## config.mk

```make
export PLATFORM = sky130hd
export DESIGN_NAME = imem_loader
export DESIGN_NICKNAME = d
export VERILOG_FILES = /design/src/rtl/imem_loader_pkg.sv /design/src/rtl/imem_loader_byte_packer.sv /design/src/rtl/imem_loader.sv
export SDC_FILE = /design/constraint.sdc
export NUM_CORES = 1
export LEC_CHECK = 0
export ABC_AREA = 1
export ABC_CLOCK_PERIOD_IN_PS = 3110
export BUFFER_PORTS_ARGS = -buffer_cell sky130_fd_sc_hd__buf_2
export CAP_MARGIN = 20
export CORE_ASPECT_RATIO = 1.75
export CORE_MARGIN = 5
export CORE_UTILIZATION = 55
export DETAILED_ROUTE_END_ITERATION = 8
export PLACE_DENSITY_LB_ADDON = 0.15
export SETUP_SLACK_MARGIN = 0.3
export SLEW_MARGIN = 10
export SYNTH_ARGS = -nofsm -noshare
export SYNTH_HDL_FRONTEND = slang
export SYNTH_SLANG_ARGS = --single-unit
```

## constraint.sdc

```tcl
create_clock -name clk_i -period 3.11 [get_ports clk_i]
set_input_delay 0.4665 -clock clk_i [delete_from_list [all_inputs] [get_ports clk_i]]
set_output_delay 0.4665 -clock clk_i [all_outputs]
set_load 0.01 [all_outputs]
```

## src/rtl/imem_loader_pkg.sv

```systemverilog
// Shared types and constants for the instruction-memory program loader.
package loader_pkg;

  typedef enum logic [2:0] {
    ST_IDLE  = 3'd0,
    ST_HDR   = 3'd1,
    ST_DATA  = 3'd2,
    ST_WRITE = 3'd3,
    ST_CSUM  = 3'd4,
    ST_DONE  = 3'd5,
    ST_ERR   = 3'd6
  } loader_state_t;

  localparam int unsigned HDR_BYTES  = 4;
  localparam int unsigned WORD_BYTES = 4;
  localparam int unsigned CSUM_BYTES = 4;

endpackage

```

## src/rtl/imem_loader_byte_packer.sv

```systemverilog
// Assembles little-endian 32-bit fields from a byte stream; shared by header,
// instruction words and checksum, since every field is four bytes long.
module byte_packer
  import loader_pkg::*;
(
  input  logic        clk_i,
  input  logic        rst_ni,
  input  logic        clr_i,
  input  logic        valid_i,
  input  logic [7:0]  byte_i,
  output logic [31:0] word_o,
  output logic        word_full_o
);

  logic [1:0]  cnt_q, cnt_d;
  logic [31:0] shift_q, shift_d;

  // First byte ends up in bits 7:0 after four shifts toward the LSB.
  assign word_o      = {byte_i, shift_q[31:8]};
  assign word_full_o = valid_i && (cnt_q == 2'(WORD_BYTES - 1));

  // Next-state for the byte counter and shift register
  always_comb begin
    cnt_d   = cnt_q;
    shift_d = shift_q;
    if (clr_i) begin
      cnt_d   = 2'd0;
      shift_d = 32'd0;
    end else if (valid_i) begin
      cnt_d   = cnt_q + 2'd1;
      shift_d = word_o;
    end else begin
      cnt_d   = cnt_q;
      shift_d = shift_q;
    end
  end

  // Packer state registers
  always_ff @(posedge clk_i or negedge rst_ni) begin
    if (!rst_ni) begin
      cnt_q   <= 2'd0;
      shift_q <= 32'd0;
    end else begin
      cnt_q   <= cnt_d;
      shift_q <= shift_d;
    end
  end

endmodule

```

## src/rtl/imem_loader.sv

```systemverilog
// Byte-stream program loader for instruction memory (word-count header, LE words).
// Optional trailing checksum check enabled by defining IMEM_LOADER_CHECKSUM_EN.
module imem_loader
  import loader_pkg::*;
#(
  parameter int ADDR_W = 14
) (
  input  logic              clk_i,
  input  logic              rst_ni,
  input  logic              start_i,
  input  logic              rx_valid_i,
  input  logic [7:0]        rx_data_i,
  output logic              rx_ready_o,
  output logic              imem_we_o,
  output logic [ADDR_W-1:0] imem_addr_o,
  output logic [31:0]       imem_wdata_o,
  output logic              busy_o,
  output logic              done_o,
  output logic              err_o
);

  localparam logic [31:0] CAPACITY = 32'd1 << ADDR_W;
`ifdef IMEM_LOADER_CHECKSUM_EN
  localparam loader_state_t ST_AFTER_LAST = ST_CSUM;
`else
  localparam loader_state_t ST_AFTER_LAST = ST_DONE;
`endif

  loader_state_t     state_q, state_d;
  logic [31:0]       n_q, n_d;
  logic [ADDR_W:0]   idx_q, idx_d;
  logic [ADDR_W-1:0] addr_q, addr_d;
  logic [31:0]       wdata_q, wdata_d;
  logic [ADDR_W:0]   idx_inc_s;
  logic              accept_s, clr_s, full_s, last_s;
  logic [31:0]       word_s;
`ifdef IMEM_LOADER_CHECKSUM_EN
  logic [31:0]       sum_q, sum_d;
`endif

  assign rx_ready_o   = (state_q == ST_HDR) || (state_q == ST_DATA) || (state_q == ST_CSUM);
  assign busy_o       = rx_ready_o || (state_q == ST_WRITE);
  assign imem_we_o    = (state_q == ST_WRITE);
  assign done_o       = (state_q == ST_DONE);
  assign err_o        = (state_q == ST_ERR);
  assign imem_addr_o  = addr_q;
  assign imem_wdata_o = wdata_q;

  assign accept_s  = rx_valid_i && rx_ready_o;
  assign idx_inc_s = idx_q + {{ADDR_W{1'b0}}, 1'b1};
  // Index is one bit wider than the address so N == 2^ADDR_W terminates cleanly.
  assign last_s    = (32'(idx_inc_s) == n_q);

  byte_packer u_packer (
    .clk_i       (clk_i),
    .rst_ni      (rst_ni),
    .clr_i       (clr_s),
    .valid_i     (accept_s),
    .byte_i      (rx_data_i),
    .word_o      (word_s),
    .word_full_o (full_s)
  );

  // Next-state and datapath updates for the load sequencer
  always_comb begin
    state_d = state_q;
    n_d     = n_q;
    idx_d   = idx_q;
    addr_d  = addr_q;
    wdata_d = wdata_q;
    clr_s   = 1'b0;
`ifdef IMEM_LOADER_CHECKSUM_EN
    sum_d   = sum_q;
`endif
    case (state_q)
      ST_IDLE, ST_DONE, ST_ERR: begin
        if (start_i) begin
          state_d = ST_HDR;
          clr_s   = 1'b1;
          n_d     = 32'd0;
          idx_d   = '0;
`ifdef IMEM_LOADER_CHECKSUM_EN
          sum_d   = 32'd0;
`endif
        end else begin
          state_d = state_q;
        end
      end
      ST_HDR: begin
        if (full_s) begin
          n_d = word_s;
          if (word_s == 32'd0) begin
            state_d = ST_AFTER_LAST;
          end else if (word_s > CAPACITY) begin
            state_d = ST_ERR;
          end else begin
            state_d = ST_DATA;
          end
        end else begin
          state_d = ST_HDR;
        end
      end
      ST_DATA: begin
        if (full_s) begin
          wdata_d = word_s;
          addr_d  = idx_q[ADDR_W-1:0];
`ifdef IMEM_LOADER_CHECKSUM_EN
          sum_d   = sum_q + word_s;
`endif
          state_d = ST_WRITE;
        end else begin
          state_d = ST_DATA;
        end
      end
      ST_WRITE: begin
        idx_d = idx_inc_s;
        if (last_s) begin
          state_d = ST_AFTER_LAST;
        end else begin
          state_d = ST_DATA;
        end
      end
`ifdef IMEM_LOADER_CHECKSUM_EN
      ST_CSUM: begin
        if (full_s) begin
          if (word_s == sum_q) begin
            state_d = ST_DONE;
          end else begin
            state_d = ST_ERR;
          end
        end else begin
          state_d = ST_CSUM;
        end
      end
`endif
      default: begin
        state_d = ST_IDLE;
      end
    endcase
  end

  // Sequencer state and write-port registers
  always_ff @(posedge clk_i or negedge rst_ni) begin
    if (!rst_ni) begin
      state_q <= ST_IDLE;
      n_q     <= 32'd0;
      idx_q   <= '0;
      addr_q  <= '0;
      wdata_q <= 32'd0;
`ifdef IMEM_LOADER_CHECKSUM_EN
      sum_q   <= 32'd0;
`endif
    end else begin
      state_q <= state_d;
      n_q     <= n_d;
      idx_q   <= idx_d;
      addr_q  <= addr_d;
      wdata_q <= wdata_d;
`ifdef IMEM_LOADER_CHECKSUM_EN
      sum_q   <= sum_d;
`endif
    end
  end

endmodule

```

==> flow_summary_export.csv <==
group,metric,value,unit
route,post_drt_via_cell_ratio,5.51,
global_route,antenna_found_initial,0,
clock_network,clockBufferDepth,2,
route,drc_errors,0,
die,die_y,142,microns
logic_synthesis,synthAdderAreaFrac,0.460,%
global_route,grt_max_degree,62,
clock_network,postCtsHoldBufs,0,
logic_synthesis,muxShareOfSynthArea,0,%
route,postRouteAntennaNets,0,
hold_path,min_path_type,"in2async",
logic_synthesis,avgSynthCellArea,8.92,sq um
logic_synthesis,syn_nets,624,
setup_path,cp_top_family,"buffers and inverters",
clock_network,clock-sinks,122,
clock_network,clkSlewWorstSetupHoldPaths,60,ps
finish,final_nets,688,
die,die_w,85.2,microns
sta,rsz0062_at_grt,"false",
setup_path,crit_fanout,12,
clock_network,cts_resized,0,
logic_synthesis,ys_seq_elements,122,
setup_path,crit_required,2640,ps
sta,skew,7.33,ps
placed_design,gp_congestion,0.903,
run,maxCapViolCount,0,
setup_path,cpPeakStageDelay,420,ps
logic_synthesis,ys_seq_area_share,56.1,%
global_route,grt_pass1_vias,4428,
clock_network,cts_max_level,4,
setup_path,criticalPathCategory,"reg2out",
logic_synthesis,yosysWarnings,0,
route,totalWireLength,13400,microns
route,vias,4474,
finish,regArea,3050,sq um
logic_synthesis,synth-xor-area-share,1.06,%
finish,final_layout_size_suffix_gt1_share,18.3,%
sta,finalCritPeriodShare,68.8,%
power,power.leakage,3.11,nW
die,ios,63,
placed_design,place_ws,1110,ps
die,rows,48,
route,wire_per_inst,16.5,microns
outcome,outcome,"finished clean",
logic_synthesis,netlist_instances,610,
global_route,grt_usage,23.5,%
global_route,grt_pass1_wl,21800,microns
power,finalPower,0.00566,W
die,initial_utilization,55.6,%
logic_synthesis,synthesis.area,5440,sq um
clock_network,cts_root_buf,"clkbuf_16",
finish,fillers,812,
setup_path,crit_path_top_delay_cell,"dfrtp_1",
die,dieArea,12100,sq um
sta,worst_slack,969,ps
sta,period_minus_slack,2140,ps
clock_network,cts_made_buffers,17,
placed_design,hpwl,9650,microns
clock_network,clk_latency,410,ps
sta,finalHoldViolCount,0,
clock_network,cts_setup_buffers,0,
logic_synthesis,synth_simple_gate_area_share,21.1,%
finish,postLayoutCoreUtil,64.9,%
power,peakVddDrop,0.562,mV
route,first_pass_iters,5,
sta,tightest_slew,800,ps
setup_path,reg2reg_slack,1070,ps
logic_synthesis,synth_top_family_by_area,"simple AND/OR/NAND/NOR gates",
power,power_density,891,nW/um^2
finish,syn2layout_area_growth,16.6,%
sta,setup_viol,0,
sta,hold_ws,131,ps
sta,fin_tns_setup,0,ps
clock_network,cts_tree,"built",
sta,fmax,467,MHz
route,drt_iter0_markers,269,
sta,relSlewSlack,46.7,%
setup_path,path_buf_inv,4,
die,fp.coreArea,9790,sq um
finish,antenna_cells,0,
setup_path,end_kind,"output port",
setup_path,cp_data_arrival_time,1670,ps
logic_synthesis,synth_compound_area_share,13.1,%
finish,multi_input_area,1950,sq um
global_route,grt_overflow,0,
logic_synthesis,ys_types,31,
placed_design,port_buffers,62,
setup_path,path_cells,"inv_1 -> nor3_1 -> buf_4 -> inv_2 -> nand3_1 -> buf_2",
sta,drv_slew,0,
setup_path,cp-start-kind,"register",
==> per-layer routing <==
layer | routed length (microns) | global-route usage, % | vias up | part of all wire (%)
met3 | 677 | 4.82 | 27 | 5.0
met2 | 7360 | 42.0 | 158 | 55
met1 | 4990 | 26.1 | 2135 | 37
met5 | 0 | 0 | - | 0
li1 | - | - | 2154 | -
met4 | 416 | 11.3 | 0 | 3.1
==> state kept, by name (all words and copies together), names as in the netlist <==
name              flops
n_q                  32
u_packer.shift_q     24
imem_wdata_o         32
state_q               3
imem_addr_o          14
u_packer.cnt_q        2
idx_q                15
==> cells by family after synthesis <==
| kind of cell | count (synthesis) |
|---|---|
| buffers and inverters | 100 |
| flip-flops | 122 |
| adder cells (fa/ha/maj) | 2 |
| XOR/XNOR | 5 |
| AO/OA/AOI/OAI | 126 |
| AND/OR/NAND/NOR | 255 |
==> cell usage after synthesis, drive strengths merged <==
cell,number,share of area [%]
clkbuf,5,0.34
nand3,60,5.5
o22ai,43,4.9
o21ai,78,7.6
xor2,3,0.48
nor3,4,0.37
nor2,44,3.9
dfrtp,122,56
ha,2,0.46
or2,1,0.11
nand3b,1,0.14
o211ai,2,0.28
a31o,1,0.16
xnor3,1,0.41
nand4,14,1.6
nand2,131,9.5
inv,74,5.1
clkinv,1,0.069
buf,20,2.6
a21oi,2,0.18
xnor2,1,0.16
==> layout by cell type (no fill, tap or decap), types with 5 or more instances in the layout <==
cell type / n
nor2_1: 35
o21ai_1: 27
nand2_2: 7
dfrtp_1: 122
nand2_1: 123
o21ai_0: 45
nand4_1: 14
o22ai_1: 43
nand3_1: 60
clkinvlp_4: 7
inv_1: 72
buf_4: 8
clkinv_2: 5
buf_2: 61
o21ai_2: 6
clkbuf_16: 17
nor2_4: 5
==> power breakdown <==
group / switching (W) / total, W / internal (W)
sequential: 0.000214 / 0.00217 / 0.00195
combinational: 0.00119 / 0.00177 / 0.000582
clock: 0.000694 / 0.00172 / 0.00103
total: 0.00210 / 0.00566 / 0.00356
==> through the flow <==
stage | cells | cell area (sq um)
final | 812 | 6350
after global routing | 812 | 6350
after CTS | 812 | 6350
after detailed placement | 780 | 5830
after global placement | 780 | 5830
after floorplan | 610 | 5440
==> final timing paths <==
kind,start,end,cells past startpoint
hold reg to reg,imem_addr_o[1],imem_addr_o[1],2
min in group clk_i,rx_valid_i,u_packer.cnt_q[1],3
hold / removal,rst_ni,idx_q[7],1
setup reg to reg,state_q[1],n_q[7],10
setup / recovery,state_q[0],busy_o,6
max in group asynchronous,rst_ni,imem_wdata_o[24],2
==> worst register-to-register path, cell delays in order (launching register included) <==
cell,delay [ps]
dfrtp_1,400
inv_1,120
nand2_1,100
nor2_2,160
inv_1,80
nand2_2,90
nand2_2,70
nor2_4,110
nand2_2,200
nand2_1,430
o22ai_1,140
==> area by class of cell <==
type / instances / share of cell area (%)
flip-flops and latches: 122 / 48.1
repair buffers: 70 / 6.07
multi-input cells: 388 / 30.7
clock inverters: 12 / 1.22
clock buffers: 20 / 7.03
inverters: 75 / 4.43
well taps: 125 / 2.46
No activity file was read; power rests on OpenSTA's default activity.
